`src/rtl/tcdm2axi_bridge.sv`:
```
// Bridges single-word TCDM requests (req/gnt/r_valid) onto single-beat AXI4 transactions.
// One transaction in flight; a cycle-count guard answers with an error if the AXI side stalls.
module tcdm2axi_bridge #(
  parameter int unsigned            AddrWidth     = 32,
  parameter int unsigned            AxiAddrWidth  = 64,
  parameter int unsigned            AxiDataWidth  = 64,
  parameter int unsigned            AxiIdWidth    = 4,
  parameter logic [AxiIdWidth-1:0]  AxiId         = '0,
  parameter int unsigned            TimeoutCycles = 1024
) (
  input  logic                      clk_i,
  input  logic                      rst_i,
  input  logic                      tcdm_req_i,
  input  logic [AddrWidth-1:0]      tcdm_add_i,
  input  logic                      tcdm_wen_i,
  input  logic [31:0]               tcdm_wdata_i,
  input  logic [3:0]                tcdm_be_i,
  output logic                      tcdm_gnt_o,
  output logic                      tcdm_r_valid_o,
  output logic [31:0]               tcdm_r_rdata_o,
  output logic                      tcdm_r_opc_o,
  output logic [AxiIdWidth-1:0]     axi_aw_id_o,
  output logic [AxiAddrWidth-1:0]   axi_aw_addr_o,
  output logic [7:0]                axi_aw_len_o,
  output logic [2:0]                axi_aw_size_o,
  output logic [1:0]                axi_aw_burst_o,
  output logic                      axi_aw_valid_o,
  input  logic                      axi_aw_ready_i,
  output logic [AxiDataWidth-1:0]   axi_w_data_o,
  output logic [AxiDataWidth/8-1:0] axi_w_strb_o,
  output logic                      axi_w_last_o,
  output logic                      axi_w_valid_o,
  input  logic                      axi_w_ready_i,
  input  logic [1:0]                axi_b_resp_i,
  input  logic                      axi_b_valid_i,
  output logic                      axi_b_ready_o,
  output logic [AxiIdWidth-1:0]     axi_ar_id_o,
  output logic [AxiAddrWidth-1:0]   axi_ar_addr_o,
  output logic [7:0]                axi_ar_len_o,
  output logic [2:0]                axi_ar_size_o,
  output logic [1:0]                axi_ar_burst_o,
  output logic                      axi_ar_valid_o,
  input  logic                      axi_ar_ready_i,
  input  logic [AxiDataWidth-1:0]   axi_r_data_i,
  input  logic [1:0]                axi_r_resp_i,
  input  logic                      axi_r_last_i,
  input  logic                      axi_r_valid_i,
  output logic                      axi_r_ready_o,
  output logic                      busy_o
);

  localparam int unsigned StrbW    = AxiDataWidth / 8;
  localparam int unsigned NumLanes = AxiDataWidth / 32;
  localparam int unsigned LaneW    = (NumLanes > 1) ? $clog2(NumLanes) : 1;
  localparam int unsigned CntW     = (TimeoutCycles > 0) ? $clog2(TimeoutCycles + 1) : 1;

  typedef enum logic [2:0] {IDLE, WRITE, WAIT_B, READ_AR, WAIT_R, RESP} state_e;

  state_e           state;
  logic [CntW-1:0]  cnt;
  logic [LaneW-1:0] req_lane, lane_q;
  logic             aw_done, w_done, aw_hs, w_hs, axi_busy, to_hit;

  if (NumLanes > 1) begin : g_lanes
    assign req_lane = tcdm_add_i[LaneW+1:2];
  end else begin : g_one_lane
    assign req_lane = '0;
  end

  assign axi_aw_id_o    = AxiId;
  assign axi_aw_len_o   = 8'd0;
  assign axi_aw_size_o  = 3'd2;
  assign axi_aw_burst_o = 2'b01;
  assign axi_ar_id_o    = AxiId;
  assign axi_ar_len_o   = 8'd0;
  assign axi_ar_size_o  = 3'd2;
  assign axi_ar_burst_o = 2'b01;
  assign axi_w_last_o   = 1'b1;

  assign tcdm_gnt_o = tcdm_req_i & (state == IDLE) & ~rst_i;
  assign busy_o     = (state != IDLE);
  assign aw_hs      = axi_aw_valid_o & axi_aw_ready_i;
  assign w_hs       = axi_w_valid_o & axi_w_ready_i;
  assign axi_busy   = state inside {WRITE, WAIT_B, READ_AR, WAIT_R};
  assign to_hit     = (TimeoutCycles != 0) && (cnt == CntW'(TimeoutCycles - 1));

  // Only the error bit of the response and no burst info matter for single beats.
  logic unused_resp;
  assign unused_resp = ^{axi_b_resp_i[0], axi_r_resp_i[0], axi_r_last_i};

  always_ff @(posedge clk_i) begin
    if (rst_i) begin
      state          <= IDLE;
      cnt            <= '0;
      lane_q         <= '0;
      aw_done        <= 1'b0;
      w_done         <= 1'b0;
      axi_aw_addr_o  <= '0;
      axi_aw_valid_o <= 1'b0;
      axi_w_data_o   <= '0;
      axi_w_strb_o   <= '0;
      axi_w_valid_o  <= 1'b0;
      axi_b_ready_o  <= 1'b0;
      axi_ar_addr_o  <= '0;
      axi_ar_valid_o <= 1'b0;
      axi_r_ready_o  <= 1'b0;
      tcdm_r_valid_o <= 1'b0;
      tcdm_r_rdata_o <= '0;
      tcdm_r_opc_o   <= 1'b0;
    end else begin
      cnt <= axi_busy ? cnt + 1'b1 : '0;
      if (axi_busy && to_hit) begin
        // Abandon the AXI side entirely; a late reply is simply never accepted.
        axi_aw_valid_o <= 1'b0;
        axi_w_valid_o  <= 1'b0;
        axi_b_ready_o  <= 1'b0;
        axi_ar_valid_o <= 1'b0;
        axi_r_ready_o  <= 1'b0;
        tcdm_r_valid_o <= 1'b1;
        tcdm_r_rdata_o <= 32'hDEAD_BEEF;
        tcdm_r_opc_o   <= 1'b1;
        state          <= RESP;
      end else begin
        unique case (state)
          IDLE: if (tcdm_req_i) begin
            lane_q <= req_lane;
            if (tcdm_wen_i) begin
              axi_ar_addr_o  <= AxiAddrWidth'(tcdm_add_i);
              axi_ar_valid_o <= 1'b1;
              state          <= READ_AR;
            end else begin
              axi_aw_addr_o  <= AxiAddrWidth'(tcdm_add_i);
              axi_w_data_o   <= {NumLanes{tcdm_wdata_i}};
              axi_w_strb_o   <= StrbW'(tcdm_be_i) << (req_lane * 4);
              axi_aw_valid_o <= 1'b1;
              axi_w_valid_o  <= 1'b1;
              aw_done        <= 1'b0;
              w_done         <= 1'b0;
              state          <= WRITE;
            end
          end
          WRITE: begin
            if (aw_hs) begin
              axi_aw_valid_o <= 1'b0;
              aw_done        <= 1'b1;
            end
            if (w_hs) begin
              axi_w_valid_o <= 1'b0;
              w_done        <= 1'b1;
            end
            if ((aw_done | aw_hs) && (w_done | w_hs)) begin
              axi_b_ready_o <= 1'b1;
              state         <= WAIT_B;
            end
          end
          WAIT_B: if (axi_b_valid_i) begin
            axi_b_ready_o  <= 1'b0;
            tcdm_r_valid_o <= 1'b1;
            tcdm_r_rdata_o <= '0;
            tcdm_r_opc_o   <= axi_b_resp_i[1];
            state          <= RESP;
          end
          READ_AR: if (axi_ar_ready_i) begin
            axi_ar_valid_o <= 1'b0;
            axi_r_ready_o  <= 1'b1;
            state          <= WAIT_R;
          end
          WAIT_R: if (axi_r_valid_i) begin
            axi_r_ready_o  <= 1'b0;
            tcdm_r_valid_o <= 1'b1;
            tcdm_r_rdata_o <= axi_r_data_i[lane_q*32 +: 32];
            tcdm_r_opc_o   <= axi_r_resp_i[1];
            state          <= RESP;
          end
          RESP: begin
            tcdm_r_valid_o <= 1'b0;
            state          <= IDLE;
          end
          default: state <= IDLE;
        endcase
      end
    end
  end

endmodule

```
`config.mk`:
```
export PLATFORM = sky130hd
export DESIGN_NAME = tcdm2axi_bridge
export DESIGN_NICKNAME = d
export VERILOG_FILES = /design/src/rtl/tcdm2axi_bridge.sv
export SDC_FILE = /design/constraint.sdc
export NUM_CORES = 1
export LEC_CHECK = 0
export ABC_AREA = 1
export BUFFER_PORTS_ARGS = -buffer_cell sky130_fd_sc_hd__buf_2
export CORE_AREA = 2 2 163 165
export CTS_CLUSTER_SIZE = 24
export DETAILED_ROUTE_END_ITERATION = 8
export DIE_AREA = 0 0 165 167
export GPL_ROUTABILITY_DRIVEN = 0
export PLACE_DENSITY = 0.54
export SLEW_MARGIN = 20
export SYNTH_ARGS = -nofsm -noshare
export SYNTH_HDL_FRONTEND = slang
export SYNTH_SLANG_ARGS = --single-unit
```
`constraint.sdc`:
```
create_clock -name clk_i -period 2.25 [get_ports clk_i]
set_input_delay 0.45 -clock clk_i [delete_from_list [all_inputs] [get_ports clk_i]]
set_output_delay 0.45 -clock clk_i [all_outputs]
set_load 0.03 [all_outputs]
```
==> results.md, run 1 <==
- At the later pin of the worst-skew pair, clock insertion delay measures 0.43 ns.
- The CTS tree is done.
- Summing over every cut layer, the via total after detailed routing is 7100.
- The root buffer cell chosen for the clock tree is sky130_fd_sc_hd__clkbuf_16.
- After synthesis, the largest family of logic cells by area is simple AND/OR/NAND/NOR gates.
- After detailed placement, the total cell area comes to 0.00883 sq mm.
- The multiplexer fraction of the synthesized cell area is 0%.
- The final hold violation count is 0.
- After detailed routing, the number of remaining DRC violations is 0.
- The synthesized design spends more area on one cell type than any other, namely sky130_fd_sc_hd__dfxtp_1.
- After floorplanning, the core was divided into 59 placement rows.
- Entering global routing, the biggest net connects 68 pins.
- The H-tree generated during clock tree synthesis spans 4 levels.
- After clock tree synthesis, the clock-pin slew on the worst setup and hold paths is 0.08 ns.
- The critical-path maximum fanout is 8.
- For this run, the detailed router's first-pass iteration total came to 7.
- The worst setup timing slack at the placement stage is 0.296 ns.
- Setup repair after global routing left no endpoint under its margin.
- The number of top-level pins is 422.
- Setup violations remaining at the end of the flow were counted as 0.
- The count of input and output buffers is 319.
- The worst slew margin relative to its limit is 58.9%.
- The run finished with clean final reports.
- The required time of the critical path is 1.80 ns.
- The die covers 0.0276 sq mm.
- The share of synthesized cell area in full adder, half adder and majority cells is 0.165%.
- The layout overhead on the synthesized area is 24.5%.
- The part of the power in the clock network is 27.8%.
- The via count of the first global-routing pass is 6225.
- The final sum of negative setup slack is 0 ns.
- The cell area after synthesis is 0.00757 sq mm.
- Measured along the y axis, the die boundary spans 167 microns.
- The number of inserted diodes is 0.
- Detailed placement finished with a half-perimeter wire length of 16.1 mm.
- At the pin with the least slew margin, the transition time is 0.613 ns.
- The fraction of registers with async set or reset after synthesis is 0%.
- The clock skew is 0.0135 ns.
- Counting flops with a built-in enable in the synthesized netlist gives 0.
- The count of antenna-violating nets left after detailed routing is 0.
- Once the floorplan was initialized, standard cells occupied 29.4% of the core.
- Internal power comes to 5890 uW.
- After layout, the worst path uses 93.4% of the clock period.
- After clock tree synthesis, the flow added hold-fix buffers numbering 0.
- In this run, CTS created clock tree buffers numbering 17.
- By area the synthesized netlist is led by sky130_fd_sc_hd__dfxtp_1, sky130_fd_sc_hd__buf_4, sky130_fd_sc_hd__nand2_1.
- Across the run, the number of max-cap violations was 0.
- The final setup slack of the worst path is 0.148 ns.
- The path type of the worst min-delay path is in2reg.
- The post-route netlist has 29.3% of its cells at a drive strength greater than 1.
- Based on the critical path, the design can be clocked at up to 0.476 GHz.
- The count of unique library cells instantiated by Yosys is 31.
- The commonest cells after synthesis are sky130_fd_sc_hd__nand2_1, sky130_fd_sc_hd__dfxtp_1, sky130_fd_sc_hd__nor2_1, sky130_fd_sc_hd__buf_4, sky130_fd_sc_hd__a21oi_1.
- VDD sags by at most 0.527 mV.
- The tree built by TritonCTS fans out to 160 sinks.
- The sequential fraction of design power is 33.8%.
- In this run the power density over the cells is 1120 mW/mm^2.
- The number of antenna violations at the first check in global routing is 1.
- Summing the areas of all compound-gate instances in the mapped netlist gives 10.7% of the synthesized area.
- The fraction of synthesized cell area in xor and xnor cells is 0.347%.
- STA classifies the critical path startpoint as a flop.
- Once layout is complete, the utilization of the core stands at 36.6%.
- In this run the static leakage power is 0.00495 uW.
- Summed over all layers, the global routing overflow is 0.
- The final net count is 1467.
- The completed layout was analyzed and its total power is 10500 uW.
- In this run the post-CTS setup repair buffer count came out at 0.
- The finished cells cover 0.00943 sq mm.
- The most used flip-flop cell after synthesis is sky130_fd_sc_hd__dfxtp_1.
- The sequential element share of the synthesized area is 42.3%.
- The net switching power is 4660 uW.
- The number of fill cells is 2807.
- The overall global routing resource usage is 15.6%.
- In this run the deepest clock path goes through 2 buffers.
- The most numerous cell in the Yosys netlist is sky130_fd_sc_hd__nand2_1.
- In this run the biggest area consumer among cell types represents 42.3% of the synthesized area.
- The critical path is of the reg2out type.
- The synthesized-area fraction occupied by and/or/nand/nor cells is 27.3%.
- The endpoint class of the critical path is a primary output.
- The routed wire length is 22.4 mm.
- The total of flip-flops plus latches after synthesis is 160.
- The horizontal die dimension is 165 microns.
- The number of instances in the synthesized netlist is 1056.
- The number of design-rule violations left by the first detailed-router iteration is 281.
- The mean cell area of the mapped netlist is 7.17 sq um.
- The mean number of vias per cell is 4.26.
- The detailed-route wire length per cell is 13.4 microns.
- The first global-routing pass estimated 34.0 mm of wire.
- The number of slew-limit violations in the final report came to 0.
- The minimum period implied by the final worst setup slack is 2.10 ns.
- Post-CTS repair changed the size of 0 cells.
- The combinational share of power is 38.4%.
- The share of total power consumed by net switching is 44.1%.
- After floorplanning, the core was sized to cover 0.0258 sq mm.
- During synthesis, Yosys emitted a total of 0 warnings.
- The critical path data arrival time is 1.65 ns.
per-stage QoR:
stage | hold slack (ns) | cells
2_1_floorplan | 0.418 | 1153
3_3_place_gp | 0.431 | 1636
3_5_place_dp | 0.446 | 1636
4_1_cts | 0.213 | 1668
5_1_grt | 0.230 | 1668
6_report | 0.240 | 1668
power by group through the flow:
stage / combinational, uW / clock (uW) / sequential (uW)
finish: 4050 / 2940 / 3570
global route: 4430 / 3150 / 3620
CTS: 4110 / 3060 / 3570
detailed placement: 4110 / 0 / 3620
global placement: 4090 / 0 / 3620
floorplan: 2500 / 0 / 4340
sequential cells by signal, summed over array words and instances, names as in the netlist, 3 cells and up:
register / cells
state: 3
axi_aw_addr_o: 32
cnt: 11
axi_ar_addr_o: 32
axi_w_strb_o: 8
axi_w_data_o: 32
tcdm_r_rdata_o: 32
cells by family after synthesis:
kind of cell               count (synthesis)
AOI/OAI and AO/OA                        159
other                                      2
xor gates and xnor gates                   3
buffers and inverters                    226
and+or+nand+nor                          505
adders and majority gates                  1
DFF                                      160
routing by layer:
metal	track usage [%]	vias up	part of all wire [%]
met2	26.6	269	49
met3	4.46	13	7.3
met4	4.01	2	0.94
met5	0	-	0.058
li1	-	3648	-
met1	19.2	3168	43
worst paths after layout:
kind	start	endpoint	slack (ns)	depth (start not counted)
worst max register to register	state[1]$_SDFFE_PP0P_	tcdm_r_valid_o$_SDFFE_PP0P_	0.29	9
worst min-delay path	tcdm_wdata_i[21]	axi_w_data_o[53]$_SDFFE_PP0P_	0.24	3
worst min register to register	cnt[0]$_SDFF_PP0_	cnt[0]$_SDFF_PP0_	0.46	1
worst max-delay path	state[0]$_SDFFE_PP0P_	tcdm_gnt_o	0.15	6
layout make-up:
type,count,area [sq um],share of cell area [%]
repair buffers,340,1790,19.0
clock buffers,18,439,4.66
inverters,34,128,1.35
flip-flops and latches,160,3200,34.0
well taps,335,419,4.45
clock inverters,14,163,1.73
multi-input cells,767,3280,34.8
worst max-delay path, stage by stage (launching register included):
cell                      delay (ns)
sky130_fd_sc_hd__dfxtp_1        0.41
sky130_fd_sc_hd__nor2_4         0.19
sky130_fd_sc_hd__nand2_4        0.10
sky130_fd_sc_hd__nor2_8         0.11
sky130_fd_sc_hd__inv_2          0.08
sky130_fd_sc_hd__nor2_1         0.09
sky130_fd_sc_hd__buf_2          0.25
layout by cell type, fill, tap and decap left out, types with 2 or more instances in the layout:
master	count
sky130_fd_sc_hd__buf_2	319
sky130_fd_sc_hd__nand2_1	261
sky130_fd_sc_hd__dfxtp_1	160
sky130_fd_sc_hd__nor2_1	156
sky130_fd_sc_hd__conb_1	99
sky130_fd_sc_hd__a21oi_1	85
sky130_fd_sc_hd__nand3_1	70
sky130_fd_sc_hd__o21ai_0	69
sky130_fd_sc_hd__inv_1	27
sky130_fd_sc_hd__buf_4	18
sky130_fd_sc_hd__clkbuf_16	17
sky130_fd_sc_hd__inv_2	6
sky130_fd_sc_hd__inv_8	4
sky130_fd_sc_hd__clkinv_8	4
sky130_fd_sc_hd__nand2_2	3
sky130_fd_sc_hd__nor3_1	3
sky130_fd_sc_hd__clkinv_4	3
sky130_fd_sc_hd__inv_6	3
sky130_fd_sc_hd__buf_12	3
sky130_fd_sc_hd__nor2_8	2
sky130_fd_sc_hd__nor2_2	2
sky130_fd_sc_hd__a211oi_1	2
sky130_fd_sc_hd__nand4_1	2
sky130_fd_sc_hd__a21oi_2	2
sky130_fd_sc_hd__xnor2_1	2
sky130_fd_sc_hd__nor3b_1	2
Note: power is estimated with default switching activity, not from simulation.
==> run 2: changes to the inputs <==
--- a/config.mk
+++ b/config.mk
@@ -13,6 +13,7 @@
 export DIE_AREA = 0 0 165 167
 export GPL_ROUTABILITY_DRIVEN = 0
 export PLACE_DENSITY = 0.54
+export REMOVE_ABC_BUFFERS = 1
 export SLEW_MARGIN = 20
 export SYNTH_ARGS = -nofsm -noshare
 export SYNTH_HDL_FRONTEND = slang
==> results.md, run 2 (same netlist as run 1, synthesis figures left out) <==
- The clock drives 160 sinks.
- The category of the worst setup path launch point is a flop.
- Static timing analysis puts the maximum clock frequency at 0.482 GHz.
- The overall global routing resource usage is 16.7%.
- After global routing the overflow that remains totals 0.
- The worst-case IR drop observed on VDD is 0.471 mV.
- The number of buffers added by the clock tree synthesis step is 17.
- The analysis attributes to cell leakage a power of 0.00497 uW.
- In this design, the largest share of critical-path delay is due to simple AND/OR/NAND/NOR gates.
- After detailed routing, the average wire length per cell comes to 14.4 microns.
- Entering global routing, the biggest net connects 68 pins.
- The startpoint of the most critical hold path is tcdm_wdata_i[3].
- The reg-to-reg setup timing slack is 0.28 ns.
- On the final layout, the worst clock skew is 0.0175 ns.
- Data on the critical path arrives at its endpoint at 1.62 ns.
- The design draws 10600 uW.
- The leading cell type in the layout, fill and taps excluded is sky130_fd_sc_hd__buf_2.
- In the layout the commonest cells are sky130_fd_sc_hd__buf_2, sky130_fd_sc_hd__nand2_1, sky130_fd_sc_hd__dfxtp_1.
- The global-route wire length before repair is 35.6 mm.
- The final hold violation count is 0.
- The final worst-path cycle share is 92.1%.
- The starting density of the core is 29.4%.
- The number of H-tree levels is 4.
- The worst hold path cell count is 3.
- After routing the design area is 0.00947 sq mm.
- The wire length on met1 is 9.91 mm.
- The library cell used as clock root buffer is sky130_fd_sc_hd__clkbuf_16.
- The count of antenna-violating nets left after detailed routing is 0.
- The wire-length estimate of the detail-placed layout is 17.4 mm.
- The startpoint identified for the worst register-to-register timing path is cnt[0]$_SDFF_PP0_.
- The critical path is of the reg2out type.
- The run finished with clean final reports.
- Hold repair after CTS inserted 0 buffers.
- The endpoint class of the critical path is a primary output.
- TritonCTS built the clock tree.
- On the critical path, the stage with the largest delay is an instance of sky130_fd_sc_hd__dfxtp_1.
- The area of the die is 0.0276 sq mm.
- The number of remaining DRC errors is 0.
- After the flow finishes, the layout carries non-filler instances totaling 1670.
- Clock-pin slew was measured on the worst setup and hold paths at 0.08 ns.
- The critical path goes through nor2_4, nand2_4, nor2_8, inv_2, nor2_1, buf_2.
- The number of antenna violations at the first check in global routing is 3.
- The number of buffers on the longest clock path is 2.
- From bottom edge to top edge, the die measures 167 microns.
- Clock latency on the worst-skew pair, taken at its later pin, is 0.43 ns.
- The layout overhead on the synthesized area is 25.1%.
- 422 I/O pins were placed.
- The number of design-rule violations left by the first detailed-router iteration is 324.
- The required time of the critical path is 1.80 ns.
- The number of instances resized during post-cts repair is 0.
- The number of setup buffers added after CTS is 0.
- The uppermost signal routing layer after detailed routing is met5.
- The mean number of vias per cell is 4.31.
- In this run the cell area measured after placement is 0.00886 sq mm.
- Setup violations remaining at the end of the flow were counted as 0.
- The number of slew-limit violations in the final report is 0.
- The detailed-routed wire length on met3 is 2.06 mm.
- The transition at the pin with the smallest max-transition slack is 0.550 ns.
- The number of instances in the placed design is 1637.
- Power spread over the standard cell area amounts to 1120 mW/mm^2.
- The via count of the first global-routing pass came to 6428.
- Summed over all layers, the routed wires come to 24.0 mm.
- The max capacitance violation total is 0.
- The total number of vias is 7191.
- The worst slew margin relative to its limit is 63.1%.
- The count of input and output buffers is 319.
- For the finished layout, the period the worst path requires is 2.07 ns.
- The delay of the slowest cell on the worst path is 0.40 ns.
- The critical-path maximum fanout is 6.
- In the final layout, the share of cells above drive strength 1 is 29.4%.
- The path type of the worst min-delay path is in2reg.
- The region available for standard cell placement spans 0.0258 sq mm.
- In this run the critical register-to-register path is captured at tcdm_r_opc_o$_SDFFE_PP0P_.
- The filler cells instantiated in the layout total 2777.
- The net count of the finished layout is 1468.
- At the end of the flow the core is filled with cells to 36.8%.
- The worst register-to-register path has a depth of 10.
- Row generation in the floorplan step produced 59 rows.
- The first TritonRoute pass finished after 6 iterations.
- Detailed routing placed a total of 11.9 mm of wire on met2.
- The horizontal die dimension is 165 microns.
- The critical path buffer and inverter count is 2.
- Setup repair after global routing left no endpoint under its margin.
- The path with the worst hold slack has its endpoint at axi_w_data_o[35]$_SDFFE_PP0P_.
==> run 2: how the worst max path moves through the flow <==
stage / startpoint / slack (ns) / end / depth (start not counted)
3_3_place_gp: cnt[0]$_SDFF_PP0_ / 0.34 / tcdm_r_rdata_o[5]$_SDFFE_PP0P_ / 9
6_report: state[1]$_SDFFE_PP0P_ / 0.18 / tcdm_gnt_o / 6
2_1_floorplan: state[1]$_SDFFE_PP0P_ / -0.19 / axi_w_strb_o[4]$_SDFFE_PP0P_ / 9
3_5_place_dp: cnt[0]$_SDFF_PP0_ / 0.28 / tcdm_r_rdata_o[2]$_SDFFE_PP0P_ / 9
5_1_grt: state[1]$_SDFFE_PP0P_ / 0.02 / tcdm_gnt_o / 6
4_1_cts: state[1]$_SDFFE_PP0P_ / 0.11 / tcdm_gnt_o / 6
==> run 2: worst reg2reg max path, cell delays in order (launching register included) <==
cell and delay [ns]:
sky130_fd_sc_hd__dfxtp_1 0.35, sky130_fd_sc_hd__ha_1 0.17, sky130_fd_sc_hd__nand2_1 0.06, sky130_fd_sc_hd__nor2_1 0.23, sky130_fd_sc_hd__nand2_1 0.15, sky130_fd_sc_hd__nor2_1 0.17, sky130_fd_sc_hd__nand2_2 0.17, sky130_fd_sc_hd__buf_4 0.28
sky130_fd_sc_hd__o21ai_0 0.15, sky130_fd_sc_hd__nor2_1 0.06, sky130_fd_sc_hd__nor2_1 0.11
==> run 2: layout make-up <==
| type | count | area, sq um | area share (%) |
|---|---|---|---|
| tap | 335 | 419 | 4.43 |
| clock buffer | 18 | 439 | 4.64 |
| multi-input combinational | 767 | 3290 | 34.7 |
| antenna | 1 | 2.50 | 0.0264 |
| inverter | 34 | 128 | 1.35 |
| sequential | 160 | 3200 | 33.8 |
| timing repair buffer | 341 | 1820 | 19.3 |
| clock inverter | 14 | 166 | 1.76 |
==> run 2: power by group <==
| group | switching, uW | internal [uW] | total, uW |
|---|---|---|---|
| Combinational | 3020 | 1080 | 4100 |
| Clock | 1430 | 1530 | 2960 |
| Sequential | 297 | 3280 | 3580 |
| Total | 4750 | 5900 | 10600 |
==> run 2: layer usage <==
| metal | vias to the layer above | GRT usage (%) |
|---|---|---|
| met3 | 12 | 5.90 |
| met2 | 277 | 29.2 |
| met1 | 3251 | 19.6 |
| li1 | 3649 | - |
| met4 | 2 | 3.63 |
| met5 | - | 0 |
==> run 2: through the flow <==
step | worst slack (ns) | setup TNS (ns) | hold slack (ns)
after detailed placement | 0.278 | 0 | 0.441
after global routing | 0.0212 | 0 | 0.225
after global placement | 0.345 | 0 | 0.431
after CTS | 0.111 | 0 | 0.213
after floorplan | -0.194 | -6.00 | 0.418
final | 0.177 | 0 | 0.235
